--- src/rtl/tdm_demux_1x4_4bit.sv ---
// 1-to-4 TDM demultiplexer with manual or slot-counter routing.
// Per-channel valid/ack handshake, frame pulse and sticky overrun.
module tdm_demux_1x4_4bit #(
  parameter int WIDTH = 4
) (
  input  logic             clk,
  input  logic             rst,
  input  logic [WIDTH-1:0] din,
  input  logic             din_valid,
  input  logic             s0,
  input  logic             s1,
  input  logic             auto_mode,
  input  logic             sync,
  input  logic [3:0]       ack,
  output logic [WIDTH-1:0] o0,
  output logic [WIDTH-1:0] o1,
  output logic [WIDTH-1:0] o2,
  output logic [WIDTH-1:0] o3,
  output logic [3:0]       v,
  output logic             frame_done,
  output logic             overrun
);

  logic [WIDTH-1:0] ch_q [4];
  logic [3:0]       v_q;
  logic [3:0]       hit;
  logic [1:0]       slot_q;
  logic [1:0]       slot_d;
  logic [1:0]       tgt;
  logic             fd_q;
  logic             ovr_q;

  // sync realigns the frame, so an auto capture with sync goes to slot 0
  assign tgt = auto_mode ? (sync ? 2'd0 : slot_q)
                         : {s1, s0};

  assign hit = din_valid ? (4'b0001 << tgt) : 4'b0000;

  always_comb begin
    slot_d = slot_q;
    if (din_valid && auto_mode)
      slot_d = sync ? 2'd1 : slot_q + 2'd1;
    else if (sync)
      slot_d = 2'd0;
  end

  always_ff @(posedge clk or posedge rst) begin
    if (rst) begin
      for (int i = 0; i < 4; i++)
        ch_q[i] <= '0;
      v_q    <= 4'b0000;
      slot_q <= 2'd0;
      fd_q   <= 1'b0;
      ovr_q  <= 1'b0;
    end else begin
      for (int i = 0; i < 4; i++)
        if (hit[i])
          ch_q[i] <= din;
      v_q    <= hit | (v_q & ~ack);
      slot_q <= slot_d;
      fd_q   <= din_valid & auto_mode
              & (tgt == 2'd3);
      ovr_q  <= ovr_q | (|(hit & v_q & ~ack));
    end
  end

  assign o0         = ch_q[0];
  assign o1         = ch_q[1];
  assign o2         = ch_q[2];
  assign o3         = ch_q[3];
  assign v          = v_q;
  assign frame_done = fd_q;
  assign overrun    = ovr_q;

endmodule

--- config.mk ---
export PLATFORM = sky130hd
export DESIGN_NAME = tdm_demux_1x4_4bit
export DESIGN_NICKNAME = d
export VERILOG_FILES = /design/src/rtl/tdm_demux_1x4_4bit.sv
export SDC_FILE = /design/constraint.sdc
export NUM_CORES = 1
export LEC_CHECK = 0
export CAP_MARGIN = 25
export CORE_ASPECT_RATIO = 1.5
export CORE_MARGIN = 3
export CORE_UTILIZATION = 46
export DETAILED_ROUTE_END_ITERATION = 10
export PLACE_DENSITY = 0.87
export SYNTH_ARGS = -nofsm -noshare
export SYNTH_HDL_FRONTEND = slang
export SYNTH_SLANG_ARGS = --single-unit
--- constraint.sdc ---
create_clock -name clk -period 3.4 [get_ports clk]
set_clock_uncertainty 0.05 [all_clocks]
set_input_delay 1.02 -clock clk [delete_from_list [all_inputs] [get_ports clk]]
set_output_delay 1.02 -clock clk [all_outputs]
set_load 0.01 [all_outputs]
After elaboration in Yosys (flattened, before gate mapping) --
Cells that the tools add are included.
Cells by class: add/subtract/negate cells 1, bitwise gates (word level) 8, multiplexer cells 5, equal/unequal tests 1, reductions and logical operators 2, shift operators 1
Operator list (count):
- $and 4x4->4 | 3
- $mux 2 | 4
- $mux 4 | 1
- $not 4->4 | 1
- $or 4x4->4 | 1
- $reduce_or 4->1 | 1
- $shl 1x2->4 const A | 1
- $add 2x1->2 const B | 1
- $and 1x1->1 | 2
- $eq 2x2->1 const B | 1
- $logic_and 1x1->1 | 1
- $or 1x1->1 | 1
Word-level totals: flip-flop bits (word level) 24, input port bits 15, output and inout bits 22

Longest topological paths before layout --
Gate-level depths: netlist of run 1.
depth in word-level cells 8, gate-level depth with buffers 5

Least setup slack after synthesis of run 1 --
OpenSTA, ideal clock, no wires.
path type input port to flip-flop, start point in sync, end point reg ch_q, in the netlist o2[0], path slack 1.235 ns, stages 5, setup time 0.125 ns, required time 3.225 ns, path buffers 1, arrival 1.990 ns, cell sequence nor2b_1 > mux2_4 > or2_1 > buf_6 > mux2_4
On the way: cells in the longest elaborated chain, start to end 4
RTL lines:
- from (decl) | RTL line 13 | input logic sync,
- $mux 2
- $mux 2 | RTL line 34 | assign tgt = auto_mode ? (sync ? 2'd0 : slot_q)
- $shl 1x2->4 | RTL line 37 | assign hit = din_valid ? (4'b0001 << tgt) : 4'b0000;
- $mux 4 | RTL line 37
- to (signal, indexed assignment) | RTL line 58 | ch_q[i] <= din;
- to (decl) | RTL line 24 | logic [WIDTH-1:0] ch_q [4];
Every way passes these cells. A chain may end at the register's enable or synchronous reset.

Final worst setup path of run 1 --
start point in auto_mode, end point reg ch_q, in the netlist o0[3]
On the way: cells in the longest elaborated chain, start to end 3
RTL lines:
- from (decl) | RTL line 12 | input logic auto_mode,
- $mux 2 | RTL line 34
- $shl 1x2->4 | RTL line 37
- $mux 4 | RTL line 37
Every way passes these cells.

==> results.sh, run 1 <==
export IMPL_status="finished clean"
export IMPL_drc_errors=0
export IMPL_end_kind="flop"
export IMPL_share_seq_of_total_power_pct=49.2
export IMPL_synthesis_area_sq_mm=0.00100
export IMPL_setup_tns_ps=0
export IMPL_ir_drop_v=0.000390
export IMPL_worst_setup_path_type="in -> reg"
export IMPL_layout_common_cells="clkdlybuf4s50_1 (36), dfrtp_1 (24), mux2_2 (10), nand2b_1 (6), mux2_4 (5)"
export IMPL_start_kind="primary input"
export IMPL_final_common_cell="clkdlybuf4s50_1"
export IMPL_fin_nets=127
export IMPL_yosysSeqAreaShare_pct=59.9
export IMPL_pwr_share_comb_pct=31.8
export IMPL_first_global_vias=737
export IMPL_internal_power_mw=0.563
export IMPL_switching_share_pct=25.5
export IMPL_wire_per_inst_um=14.8
export IMPL_area_growth_synth_to_final_pct=40.7
export IMPL_htreeDepth=1
export IMPL_reg2reg_slack_ps=1690
export IMPL_hp_class="reg -> reg"
export IMPL_grt_max_degree=25
export IMPL_io_buffers=36
export IMPL_pre_cts_ws_ps=549
export IMPL_post_route_min_period_ps=2530
export IMPL_clock_path_buffers=2
export IMPL_cap_violations=0
export IMPL_period_share_pct=74.4
export IMPL_cellPowerDensity_mw_per_mm2=536
export IMPL_cts_sinks=24
export IMPL_avgViaCountPerCell=5.02
export IMPL_finalHoldViolations=0
export IMPL_ant_nets=0
export IMPL_place_area_sq_mm=0.00137
export IMPL_tightest_slew_ps=883
export IMPL_setup_viol=0
export IMPL_cts_tree="yes"
export IMPL_p_sw_mw=0.193
export IMPL_cp_arrival_ps=2680
export IMPL_drv_slew=0
export IMPL_core_sq_mm=0.00205
export IMPL_clock_latency_ps=300
export IMPL_ys_types=21
export IMPL_die_area_sq_mm=0.00279
export IMPL_cts_root_buffer="clkbuf_4"
export IMPL_initial_utilization_pct=48.8
export IMPL_ctsHoldBuffers=0
export IMPL_fp_dieH_um=63.2
export IMPL_drt_iter0_drc=6
export IMPL_cp_required_ps=3550
export IMPL_wl_um=1960
export IMPL_ys_warn_count=0
export IMPL_drive_above_1_share_pct=17.1
export IMPL_grt_pass1_wl_um=3320
export IMPL_post_cts_buffers=0
export IMPL_antenna_diode_count=0
export IMPL_layout_setup_ws_ps=869
export IMPL_via_count=667
export IMPL_clockPowerShare_pct=19.1
export IMPL_rows=20
export IMPL_leakage_nw=0.620
export IMPL_syn_inst=73
export IMPL_ys_ff_latch=24
export IMPL_cts_made_buffers=3
export IMPL_fin_area_sq_mm=0.00141
export IMPL_critical_path_max_fanout=7
export IMPL_post_dp_hpwl_um=1510
export IMPL_grt_antenna_before_repair=0
export IMPL_io_pins=37
export IMPL_slew_headroom_pct=41.1
export IMPL_die_w_um=44.1
export IMPL_drtPass1Iterations=4
export IMPL_overflow=0
export IMPL_clk_pin_slew_worst_paths_ps=120
export IMPL_synth_fp_nets=88
export IMPL_gp_congestion=0.794
export IMPL_max_freq_mhz=395
export IMPL_avgSynthCellArea_sq_um=13.7
export IMPL_post_cts_resized=0
export IMPL_grt_use_total_pct=15.8
export IMPL_grt_setup_unrepaired="no"
==> layer usage <==
metal	track usage [%]	wire, um	part of all wire, %	vias up
li1	-	-	-	323
met1	20.1	828	42	326
met2	26.3	1050	53	16
met3	2.57	70	3.6	2
met4	5.66	19	0.97	0
met5	0	0	0	-
==> critical path, stage by stage <==
cell	delay [ps]
clkdlybuf4s50_1	580
mux2_4	360
nor2_1	340
mux2_2	380
==> metrics by stage <==
stage | power [mW] | cells | utilization, % | hold WS [ps]
2_1_floorplan | 0.476 | 73 | - | 455
3_3_place_gp | 0.615 | 129 | 67.0 | 438
3_5_place_dp | 0.620 | 129 | 67.0 | 435
4_1_cts | 0.763 | 133 | 68.7 | 468
5_1_grt | 0.797 | 133 | 68.7 | 487
6_report | 0.755 | 133 | 68.7 | 467
==> power by group through the flow <==
stage / Combinational, mW / Sequential [mW] / Clock [mW]
global placement: 0.239 / 0.377 / 0
global route: 0.257 / 0.379 / 0.160
floorplan: 0.0762 / 0.400 / 0
finish: 0.240 / 0.371 / 0.144
CTS: 0.243 / 0.372 / 0.148
detailed placement: 0.242 / 0.378 / 0
==> synthesized netlist by cell type, drive strengths merged <==
cell type | instances | area (sq um)
nand2 | 3 | 11.3
nor2b | 2 | 12.5
nand3 | 2 | 10.0
xnor2 | 1 | 8.76
o22a | 1 | 8.76
nand3b | 1 | 7.51
nor2 | 4 | 15.0
a22oi | 1 | 7.51
xor2 | 1 | 8.76
inv | 3 | 11.3
or2 | 1 | 6.26
a21bo | 1 | 10.0
nand2b | 6 | 37.5
mux2 | 17 | 210
dfrtp | 24 | 601
o32a | 1 | 10.0
o21ai | 2 | 10.0
buf | 2 | 16.3
==> cell families (layout without fill, tap and decap cells) <==
| family | count (synthesis) | count (layout) | share of synthesized area [%] |
|---|---|---|---|
| buffers and inverters | 5 | 43 | 2.75 |
| muxes | 17 | 17 | 21.0 |
| AOI/OAI and AO/OA | 6 | 6 | 4.62 |
| DFF | 24 | 24 | 59.9 |
| and+or+nand+nor | 19 | 19 | 9.99 |
| xor gates and xnor gates | 2 | 2 | 1.75 |
==> flip-flops by register name, summed over array words and instances (netlist names) <==
name,flops
v,4
o3,4
overrun,1
frame_done,1
slot_q,2
o1,4
o0,4
o2,4
==> cell type report <==
| class | count | area [sq um] |
|---|---|---|
| Tap cell | 22 | 27.5 |
| Clock buffer | 4 | 36.3 |
| Sequential cell | 24 | 601 |
| Fill cell | 152 | 642 |
| Timing Repair Buffer | 36 | 360 |
| Inverter | 3 | 11.3 |
| Multi-Input combinational cell | 44 | 374 |
==> path summary, 6_finish.rpt <==
check / start / endpoint / depth (start not counted)
min in group asynchronous: rst / slot_q[1]$_DFF_PP0_ / 2
max in group asynchronous: rst / o1[3]$_DFFE_PP0P_ / 2
setup / recovery: auto_mode / o0[3]$_DFFE_PP0P_ / 4
hold reg to reg: o1[2]$_DFFE_PP0P_ / o1[2]$_DFFE_PP0P_ / 1
setup reg to reg: slot_q[0]$_DFF_PP0_ / o0[3]$_DFFE_PP0P_ / 4
hold / removal: o1[2]$_DFFE_PP0P_ / o1[2]$_DFFE_PP0P_ / 1
(Power assumes the default switching activity.)
==> run 2, diff against run 1 <==
CORE_UTILIZATION = 38   (was 46)
PLACE_DENSITY = 0.77   (was 0.87)
clock period = 2.2 ns   (was 3.4 ns; I/O delays follow)
==> results.sh, run 2 (synthesis gave the netlist of run 1 again) <==
export IMPL_status="finished clean"
export IMPL_grt_antenna_before_repair=0
export IMPL_ir_drop_v=0.000476
export IMPL_worst_path_max_delay_cell="clkdlybuf4s50_1"
export IMPL_slew_headroom_pct=79.8
export IMPL_p_total_mw=1.14
export IMPL_finalHoldViolations=0
export IMPL_max_freq_mhz=478
export IMPL_drt_iter0_drc=8
export IMPL_start_kind="primary input"
export IMPL_clk_pin_slew_worst_paths_ps=120
export IMPL_cts_tree="yes"
export IMPL_wl_um=2060
export IMPL_drtPass1Iterations=4
export IMPL_die_area_sq_mm=0.00330
export IMPL_setup_viol=0
export IMPL_grt_use_total_pct=14.4
export IMPL_post_dp_hpwl_um=1600
export IMPL_die_w_um=47.9
export IMPL_drive_above_1_share_pct=21.4
export IMPL_grt_setup_unrepaired="no"
export IMPL_tightest_slew_ps=303
export IMPL_fp_dieH_um=68.9
export IMPL_leakage_nw=0.647
export IMPL_period_share_pct=95.1
export IMPL_wire_per_inst_um=14.6
export IMPL_io_buffers=36
export IMPL_post_cts_buffers=0
export IMPL_cts_made_buffers=3
export IMPL_cp_arrival_ps=2240
export IMPL_cellPowerDensity_mw_per_mm2=786
export IMPL_cp_required_ps=2350
export IMPL_fin_nets=134
export IMPL_gp_congestion=0.763
export IMPL_final_common_cell="clkdlybuf4s50_1"
export IMPL_rows=22
export IMPL_initial_utilization_pct=40.5
export IMPL_setup_tns_ps=0
export IMPL_layout_common_cells="clkdlybuf4s50_1 (36), dfrtp_1 (24), mux2_2 (10), buf_4 (7), nand2b_1 (6)"
export IMPL_fin_hold_ws_ps=462
export IMPL_ant_nets=0
export IMPL_clock_latency_ps=300
export IMPL_first_global_vias=768
export IMPL_post_route_min_period_ps=2090
export IMPL_avgViaCountPerCell=5.07
export IMPL_post_cts_resized=0
export IMPL_cts_root_buffer="clkbuf_4"
export IMPL_ctsHoldBuffers=0
export IMPL_drc_errors=0
export IMPL_overflow=0
export IMPL_grt_max_degree=25
export IMPL_io_pins=37
export IMPL_core_sq_mm=0.00248
export IMPL_antenna_diode_count=0
export IMPL_cap_violations=0
export IMPL_area_growth_synth_to_final_pct=44.8
export IMPL_worst_setup_path_type="in -> reg"
export IMPL_fillers=208
export IMPL_cp_common_cell="mux2_4"
export IMPL_htreeDepth=1
export IMPL_cts_sinks=24
export IMPL_grt_pass1_wl_um=3350
export IMPL_crit_chain="clkdlybuf4s50_1 > mux2_4 > or2_1 > mux2_4"
export IMPL_critical_path_max_fanout=7
export IMPL_via_count=715
export IMPL_end_kind="flop"
export IMPL_hp_class="reg -> reg"
export IMPL_clock_path_buffers=2
export IMPL_drv_slew=0
export IMPL_slowest_delay_ps=540
-- run 2: changes by cell type in the layout (fill, tap and decap cells not counted) --
cell and delta:
buf_4 +7, clkbuf_8 -1
-- run 2: through the flow --
step	cells	utilization, %	instance area (sq um)	worst slack (ps)
floorplan	73	-	1000	395
global placement	138	57.7	1430	-166
detailed placement	138	57.7	1430	-214
CTS	141	58.6	1450	121
global route	141	58.6	1450	51.7
finish	141	58.6	1450	109
-- run 2: final timing paths --
| path | startpoint | to | slack, ps | depth (start not counted) |
|---|---|---|---|---|
| max | auto_mode | o2[0]$_DFFE_PP0P_ | 110 | 4 |
| min | o3[0]$_DFFE_PP0P_ | o3[0]$_DFFE_PP0P_ | 460 | 1 |
| max reg2reg | slot_q[0]$_DFF_PP0_ | o2[0]$_DFFE_PP0P_ | 540 | 4 |
| min reg2reg | o3[0]$_DFFE_PP0P_ | o3[0]$_DFFE_PP0P_ | 460 | 1 |
| max in group asynchronous | rst | o0[2]$_DFFE_PP0P_ | 1230 | 3 |
| min in group asynchronous | rst | v[3]$_DFF_PP0_ | 650 | 3 |
-- run 2: cell type report --
type / count / area [sq um] / area share (%)
clock buffers: 3 / 22.5 / 1.55
well taps: 24 / 30.0 / 2.07
flip-flops and latches: 24 / 601 / 41.4
inverters: 3 / 11.3 / 0.776
multi-input cells: 44 / 374 / 25.8
repair buffers: 43 / 413 / 28.4
-- run 2: power breakdown --
group / switching [mW] / total (mW) / internal [mW]
Clock: 0.119 / 0.183 / 0.0639
Sequential: 0.0449 / 0.572 / 0.527
Combinational: 0.135 / 0.386 / 0.252
-- run 2: layer usage --
| layer | global-route usage (%) | share of wire (%) |
|---|---|---|
| met3 | 2.86 | 3.7 |
| met5 | 0 | 0 |
| met1 | 17.5 | 40 |
| met2 | 23.7 | 54 |
| met4 | 6.73 | 2.0 |
-- run 2: worst max-delay path, delay by kind of cell --
family                 cells  cell delay (ps)
AND/OR/NAND/NOR            1              350
buffers and inverters      1              540
multiplexers               2              680
